File: config.mk
export PLATFORM = sky130hd
export DESIGN_NAME = pixel_streamer
export DESIGN_NICKNAME = d
export VERILOG_FILES = /design/src/rtl/pixel_streamer.sv
export SDC_FILE = /design/constraint.sdc
export NUM_CORES = 1
export LEC_CHECK = 0
export ABC_CLOCK_PERIOD_IN_PS = 2300
export BUFFER_PORTS_ARGS = -buffer_cell sky130_fd_sc_hd__clkbuf_2
export CAP_MARGIN = 20
export CORE_UTILIZATION = 51
export DETAILED_ROUTE_END_ITERATION = 8
export MAX_ROUTING_LAYER = met4
export PLACE_DENSITY_LB_ADDON = 0.2
export SLEW_MARGIN = 20
export SYNTH_ARGS = -nofsm -noshare
export SYNTH_HDL_FRONTEND = slang
export SYNTH_SLANG_ARGS = --single-unit
export TNS_END_PERCENT = 20
File: constraint.sdc
create_clock -name clk -period 2.3 [get_ports clk]
set_input_delay 0.23 -clock clk [delete_from_list [all_inputs] [get_ports clk]]
set_output_delay 0.23 -clock clk [all_outputs]
set_load 0.02 [all_outputs]
File: src/rtl/pixel_streamer.sv
// ---------------------------------------------------------------------------
// pixel_streamer
//
// Streams a block of image-memory words out as a sequence of pixels.
// Each memory word holds four pixels, most significant pixel first.
// A word is read through a combinational read port, held in a local
// register and sent one pixel per accepted valid/ready handshake. When the
// last pixel of a word is accepted and more words remain, the next word is
// fetched on that same edge, so a ready sink sees one pixel per cycle with
// no gaps between words.
//
// Optional feature (compile-time macro PIXEL_STREAMER_LAST_EN):
//   adds output out_last, high while the final pixel of the block is shown.
//
// Parameters
//   ADDR_W       memory word-address width (2**ADDR_W words)
//   PIX_W        pixel width; a memory word is 4*PIX_W bits
//
// Ports
//   clk          clock, all state changes on the rising edge
//   rst          asynchronous, active-high reset
//   start        one-cycle block request, ignored while busy
//   base_addr    first word address of the block (sampled with start)
//   word_count   number of words in the block, 0..2**ADDR_W
//   mem_addr     word address to image memory (always the word pointer)
//   mem_rd_data  combinational read data for mem_addr
//   out_pixel    streamed pixel
//   out_valid    out_pixel is valid
//   out_ready    sink accepts the pixel on this edge
//   busy         high from start acceptance until the done cycle ends
//   done         one-cycle pulse after the final pixel transfer
//   out_last     (PIXEL_STREAMER_LAST_EN only) final pixel of the block
// ---------------------------------------------------------------------------
module pixel_streamer #(
    parameter int ADDR_W = 7,
    parameter int PIX_W  = 8
) (
    input  logic                 clk,
    input  logic                 rst,
    input  logic                 start,
    input  logic [ADDR_W-1:0]    base_addr,
    input  logic [ADDR_W:0]      word_count,
    output logic [ADDR_W-1:0]    mem_addr,
    input  logic [4*PIX_W-1:0]   mem_rd_data,
    output logic [PIX_W-1:0]     out_pixel,
    output logic                 out_valid,
    input  logic                 out_ready,
    output logic                 busy,
    output logic                 done
`ifdef PIXEL_STREAMER_LAST_EN
    ,
    output logic                 out_last
`endif
);

    typedef enum logic [1:0] {
        StIdle,
        StLoad,
        StSend,
        StFin
    } state_t;

    state_t               state;
    logic [ADDR_W-1:0]    ptr;        // next word to fetch
    logic [ADDR_W:0]      remaining;  // words not yet fetched
    logic [4*PIX_W-1:0]   hold;       // word currently being sent
    logic [1:0]           idx;        // pixel index within hold, 0 = MSB pixel

    // Select pixel i of a word; pixel 0 sits in the most significant bits.
    function automatic logic [PIX_W-1:0] pick(input logic [4*PIX_W-1:0] w,
                                              input logic [1:0]         i);
        logic [PIX_W-1:0] p;
        p = '0;
        case (i)
            2'd0:    p = w[4*PIX_W-1 -: PIX_W];
            2'd1:    p = w[3*PIX_W-1 -: PIX_W];
            2'd2:    p = w[2*PIX_W-1 -: PIX_W];
            default: p = w[PIX_W-1   -: PIX_W];
        endcase
        return p;
    endfunction

    // The pointer is the address; no separate address register to keep in sync.
    assign mem_addr = ptr;

    always_ff @(posedge clk or posedge rst) begin
        if (rst) begin
            state     <= StIdle;
            ptr       <= '0;
            remaining <= '0;
            hold      <= '0;
            idx       <= '0;
            out_pixel <= '0;
            out_valid <= 1'b0;
            busy      <= 1'b0;
            done      <= 1'b0;
`ifdef PIXEL_STREAMER_LAST_EN
            out_last  <= 1'b0;
`endif
        end else begin
            case (state)
                StIdle: begin
                    done <= 1'b0;
                    if (start) begin
                        busy      <= 1'b1;
                        ptr       <= base_addr;
                        remaining <= word_count;
                        if (word_count != '0) begin
                            state <= StLoad;
                        end else begin
                            // Empty block: skip straight to the done cycle.
                            state <= StFin;
                            done  <= 1'b1;
                        end
                    end
                end

                StLoad: begin
                    hold      <= mem_rd_data;
                    ptr       <= ptr + 1'b1;
                    remaining <= remaining - 1'b1;
                    idx       <= 2'd0;
                    out_pixel <= pick(mem_rd_data, 2'd0);
                    out_valid <= 1'b1;
                    state     <= StSend;
`ifdef PIXEL_STREAMER_LAST_EN
                    out_last  <= 1'b0;
`endif
                end

                StSend: begin
                    // Outputs only move on a transfer, so they stay stable under backpressure.
                    if (out_ready) begin
                        if (idx != 2'd3) begin
                            idx       <= idx + 2'd1;
                            out_pixel <= pick(hold, idx + 2'd1);
`ifdef PIXEL_STREAMER_LAST_EN
                            // Next pixel is pixel 3; it is final if no words remain.
                            out_last  <= (idx == 2'd2) && (remaining == '0);
`endif
                        end else if (remaining != '0) begin
                            // Fetch the next word on the same edge: no bubble.
                            hold      <= mem_rd_data;
                            ptr       <= ptr + 1'b1;
                            remaining <= remaining - 1'b1;
                            idx       <= 2'd0;
                            out_pixel <= pick(mem_rd_data, 2'd0);
`ifdef PIXEL_STREAMER_LAST_EN
                            out_last  <= 1'b0;
`endif
                        end else begin
                            out_valid <= 1'b0;
                            done      <= 1'b1;
                            state     <= StFin;
`ifdef PIXEL_STREAMER_LAST_EN
                            out_last  <= 1'b0;
`endif
                        end
                    end
                end

                StFin: begin
                    done  <= 1'b0;
                    busy  <= 1'b0;
                    state <= StIdle;
                end

                default: begin
                    state     <= StIdle;
                    out_valid <= 1'b0;
                    busy      <= 1'b0;
                    done      <= 1'b0;
                end
            endcase
        end
    end

endmodule
# Word level (Yosys, flattened, before mapping)
# Index checks and enable logic that the tools add are counted.
[totals]
in_bits = 51
mem_bits_ro = 0
word_cells = 80
latch_bits = 0
output_inout_bits = 18
memories = 0
regBits = 62
ram_bits = 0
[classes]
addsub = 3
n_eq_ne = 12
multipliers = 0
div_mod_pow = 0
reduce_logical = 15
n_shift = 0
n_lt_le_gt_ge = 0
bitwise = 0
n_mux = 41
[op_table]
columns = ["op", "count"]
rows = [
  ["$mux 32", 3],
  ["$pmux 32 s2", 1],
  ["$mux 8", 7],
  ["$pmux 8 s3", 2],
  ["$mux 7", 4],
  ["$pmux 7 s3", 1],
  ["$mux 2", 8],
  ["$pmux 8 s2", 1],
  ["$reduce_and 4->1", 4],
  ["$reduce_bool 8->1", 2],
  ["$ne 2x2->1 const B", 6],
  ["$mux 1", 9],
  ["$pmux 2 s4", 1],
  ["$sub 8x1->8 const B", 1],
  ["$add 7x1->7 const B", 1],
  ["$eq 2x2->1 const B", 3],
  ["$reduce_bool 3->1", 2],
  ["$reduce_and 5->1", 1],
  ["$eq 2x1->1 const B", 2],
  ["$logic_not 2->1", 2],
  ["$pmux 1 s2", 2],
  ["$pmux 2 s2", 1],
  ["$reduce_bool 2->1", 2],
  ["$ne 3x3->1 const B", 1],
  ["4 further kinds", 4],
]

# Longest topological paths before layout
[depth]
ltp_word = 6
depth_mapped = 8
depth_no_buf = 6

# Least setup slack after synthesis
# Ideal clock, no wire load.
[synth_timing]
kind = "register to register"
start = "register state[0]"
end = "register hold[0]"
setup_time_ps = 125
path_stages_with_launch = 8
required_ps = 2175
path_slack_ps = 356
arrival_time_ps = 1820
n_path_buf = 2
path_cell_list = "dfrtp_1 > inv_1 > ha_1 > clkbuf_1 > inv_1 > o21ai_2 > buf_6 > mux2_2"
[synth_between]
elab_chain_cells = 3
word_cells_on_any_way = 8
cone_classes = "eq/ne: 5; mux: 1; reduce/logical: 2"
[synth_lines]
columns = ["item", "line", "text"]
rows = [
  ["start: declaration", "63", "state_t state;"],
  ["start signal: assignment", "88", "state <= StIdle;"],
  ["start signal: assignment", "109", "state <= StLoad;"],
  ["start signal: assignment", "112", "state <= StFin;"],
  ["$eq 2x2->1 or $eq 2x1->1 (tied branches)", "101", "case (state)"],
  ["$ne 2x2->1 (no source line) or $reduce_bool 2->1 (tied branches)", "n/a", ""],
  ["$reduce_and 4->1 (no source line)", "n/a", ""],
  ["end signal: assignment", "119", "hold <= mem_rd_data;"],
  ["end signal: assignment", "143", "hold <= mem_rd_data;"],
  ["end: declaration", "66", "logic [4*PIX_W-1:0] hold;"],
]
# Several ways; a longest one is shown, not always the timed one.
# A chain may end at the register's enable or synchronous reset.

# Worst setup path after layout
[layout_timing]
start = "register state[0]"
end = "register ptr[3] (netlist: mem_addr[3])"
[layout_between]
elab_chain_cells = 3
word_cells_on_any_way = 10
cone_classes = "eq/ne: 6; mux: 1; reduce/logical: 3"
[layout_lines]
columns = ["item", "line", "text"]
rows = [
  ["$eq 2x2->1 (tied with other cells)", "101", ""],
  ["$ne 2x2->1 (no source line) or $reduce_bool 3->1 (tied branches)", "n/a", ""],
  ["$reduce_and 5->1 (no source line)", "n/a", ""],
  ["end signal: assignment", "106", "ptr <= base_addr;"],
  ["end signal: assignment", "120", "ptr <= ptr + 1'b1;"],
  ["end signal: assignment", "144", "ptr <= ptr + 1'b1;"],
  ["end: declaration", "64", "logic [ADDR_W-1:0] ptr;"],
]
# Several ways; a longest one is shown, not always the timed one.

==> results.md <==
- Status: complete, no violations
- Compound-cell area share of the yosys netlist: 0.164
- CP Capture Type: flip-flop
- Post-DP HPWL: 5.17 mm
- Largest net degree at the start of global routing: 63
- Setup Skew: 10.5 ps
- CTS tree: yes
- Row count: 29
- Layout Nets: 450
- Layout area overhead: 18.5%
- Layout cells sized above 1: 0.348
- Adder-cell share of the synthesized area: 0.0479
- Clock buffer depth: 2
- Total iterations of the first detailed-routing run: 5
- Worst slew pin tran: 569 ps
- Die height: roughly 84 um
- Worst EP arrival: around 2200 ps
- Fin util: 0.630
- Global route overflow: 0
- Die area: 6980 um2
- Tcrit/Tclk final: 0.877
- Achievable Freq: 496 MHz
- Reg clk slew, reported paths: about 80 ps
- Seq/Total Area, Yosys: 0.457
- Total track usage: 0.235
- Max VDD drop: ~0.66 mV
- Resized cells post-CTS: 0
- Max Slew Vio Count: 0
- Worst-Skew Late Latency: 340 ps
- Mean Syn Cell Area: 10.7 um2
- Routed via count: 2679
- Num CTS Buffers: 9
- Leak: 0.00186 uW
- Hold Crit Class: input port to flip-flop
- Synthesized Nets: between 300 and 400
- Final setup violation count: 0
- Final Total Pwr: roughly 4500 uW
- Core box area: 6390 um2
- Number of global-route vias before repair: 2560
- Post-synthesis xor/xnor area fraction: 0
- Drt via density: 5.72
- First-pass GRT wire length: 12.6 mm
- Worst Path Class, Setup: flip-flop to flip-flop
- Routed WL per cell: 16.0 um
- Largest family of logic cells by synthesized area: compound AO/OA/AOI/OAI gates
- Clock sink count: 62
- Port Buffers: a little under 70
- Ys flop type: dfrtp_1
- Initial core utilization: 0.531
- Post-CTS Setup Repair Bufs: 0
- Hold Vio Cnt, Final: 0
- Die width: 83.6 um
- Cell area after synthesis: 3390 um2
- Most common cell after layout, fill and taps aside: clkbuf_2
- Total I/O pin count: 69
- RSZ-0062 raised after global routing: no
- Post-DRT Antenna Nets: 0
- Reg2Reg Setup Slack: 280 ps
- Power per standard cell area: 1110 nW/um2
- Initial antenna violation count: 0
- Gpl congestion: 0.901
- Iter 0 DRT Violations: 187
- Critical path launch point type: flip-flop
- CTS Hold Buffers Added: 1
- Critical Path RT: 2520 ps
- # H-tree levels: 3
- Clock root cell: clkbuf_8
- Commonest non-fill, non-tap cells in the layout: clkbuf_2 (68), dfrtp_1 (62), mux2_2 (34), a21oi_1 (21), inv_1 (18)
- Crit Path Max Fanout: 14
- EDFF count, synth: 0
- Ys async rst share: 1.00
- Max-Cap Viols: 0
- Hold slack: 117 ps
- Ant. Diodes: 0
- Max_slew headroom: 0.617
- Setup_tns: 0 ps
- Tmin final: 2020 ps
- Mux cell area share after synthesis: 0.147
- Ys Warns: 0
- Synth cell types: 43
- Simple-Gate Fraction of Synth Area: 0.129
- DRC Markers: 0
- Post-Syn Instances: 316
- Synth Register Bits: between 60 and 70
- DRT Wirelength: 7.49 mm
-- layer usage --
layer  wire, um  GRT usage
met2       3310      0.323
met4        109     0.0909
met1       3760      0.344
met3        311     0.0425
met5          0          -
-- worst paths after layout --
kind                            cells past startpoint                  from                        to
worst max-delay path                                6  state[0]$_DFFE_PP0P_   mem_addr[3]$_DFFE_PP0P_
worst min-delay path                                2       mem_rd_data[16]      hold[16]$_DFFE_PP0P_
worst max register to register                      6  state[0]$_DFFE_PP0P_   mem_addr[3]$_DFFE_PP0P_
worst min register to register                      2      busy$_DFFE_PP0P_          busy$_DFFE_PP0P_
max in group asynchronous                           4                   rst  remaining[6]$_DFFE_PP0P_
min in group asynchronous                           4                   rst       hold[8]$_DFFE_PP0P_
-- synthesized netlist by cell type, types with 9 or more instances --
library cell,count,share of area
dfrtp_1,62,0.46
mux2i_1,9,0.027
mux2_2,34,0.11
a211oi_1,10,0.022
a21oi_1,21,0.031
nor2b_1,12,0.022
o21ai_0,13,0.019
a211o_1,10,0.026
ha_1,13,0.048
clkbuf_1,14,0.015
nand2_1,17,0.019
inv_1,19,0.021
-- area by class of cell --
| type | count | area, um2 |
|---|---|---|
| Clock inverter | 6 | 61.3 |
| Sequential cell | 62 | 1550 |
| Multi-Input combinational cell | 214 | 1660 |
| Clock buffer | 10 | 128 |
| Inverter | 19 | 71.3 |
| Tap cell | 77 | 96.3 |
| Timing Repair Buffer | 80 | 458 |
| Fill cell | 542 | 2360 |
-- sequential cells by signal, indices dropped and copies added, names as in the netlist --
register and count:
hold 32, out_pixel 8, remaining 8, mem_addr 7, idx 2, state 2
busy 1, done 1, out_valid 1
-- worst max-delay path, stage by stage, from the launching register on --
cell and delay (ps):
dfrtp_1 410, inv_1 100, ha_1 360, a211oi_1 430, nand2_1 90, buf_4 210
a211o_1 300
-- stage by stage --
| stage | instances | cell area [um2] | worst slack [ps] |
|---|---|---|---|
| after floorplan | 316 | 3390 | 356 |
| after global placement | 451 | 3820 | 337 |
| after detailed placement | 451 | 3820 | 296 |
| after CTS | 468 | 4020 | 283 |
| after global routing | 468 | 4020 | 112 |
| final | 468 | 4020 | 284 |
-- cells by family after synthesis --
| logic type | Yosys count |
|---|---|
| adder cells (fa/ha/maj) | 13 |
| flip-flops | 62 |
| AO/OA/AOI/OAI | 80 |
| multiplexers | 45 |
| buffers and inverters | 40 |
| AND/OR/NAND/NOR | 76 |
-- where the power goes --
group          switching, uW  leakage [uW]  total (uW)  internal [uW]
sequential               271      0.000715        1790           1520
combinational            893       0.00105        1750            856
clock                    438     0.0000964         937            499
No activity file was read; power rests on OpenSTA's default activity.
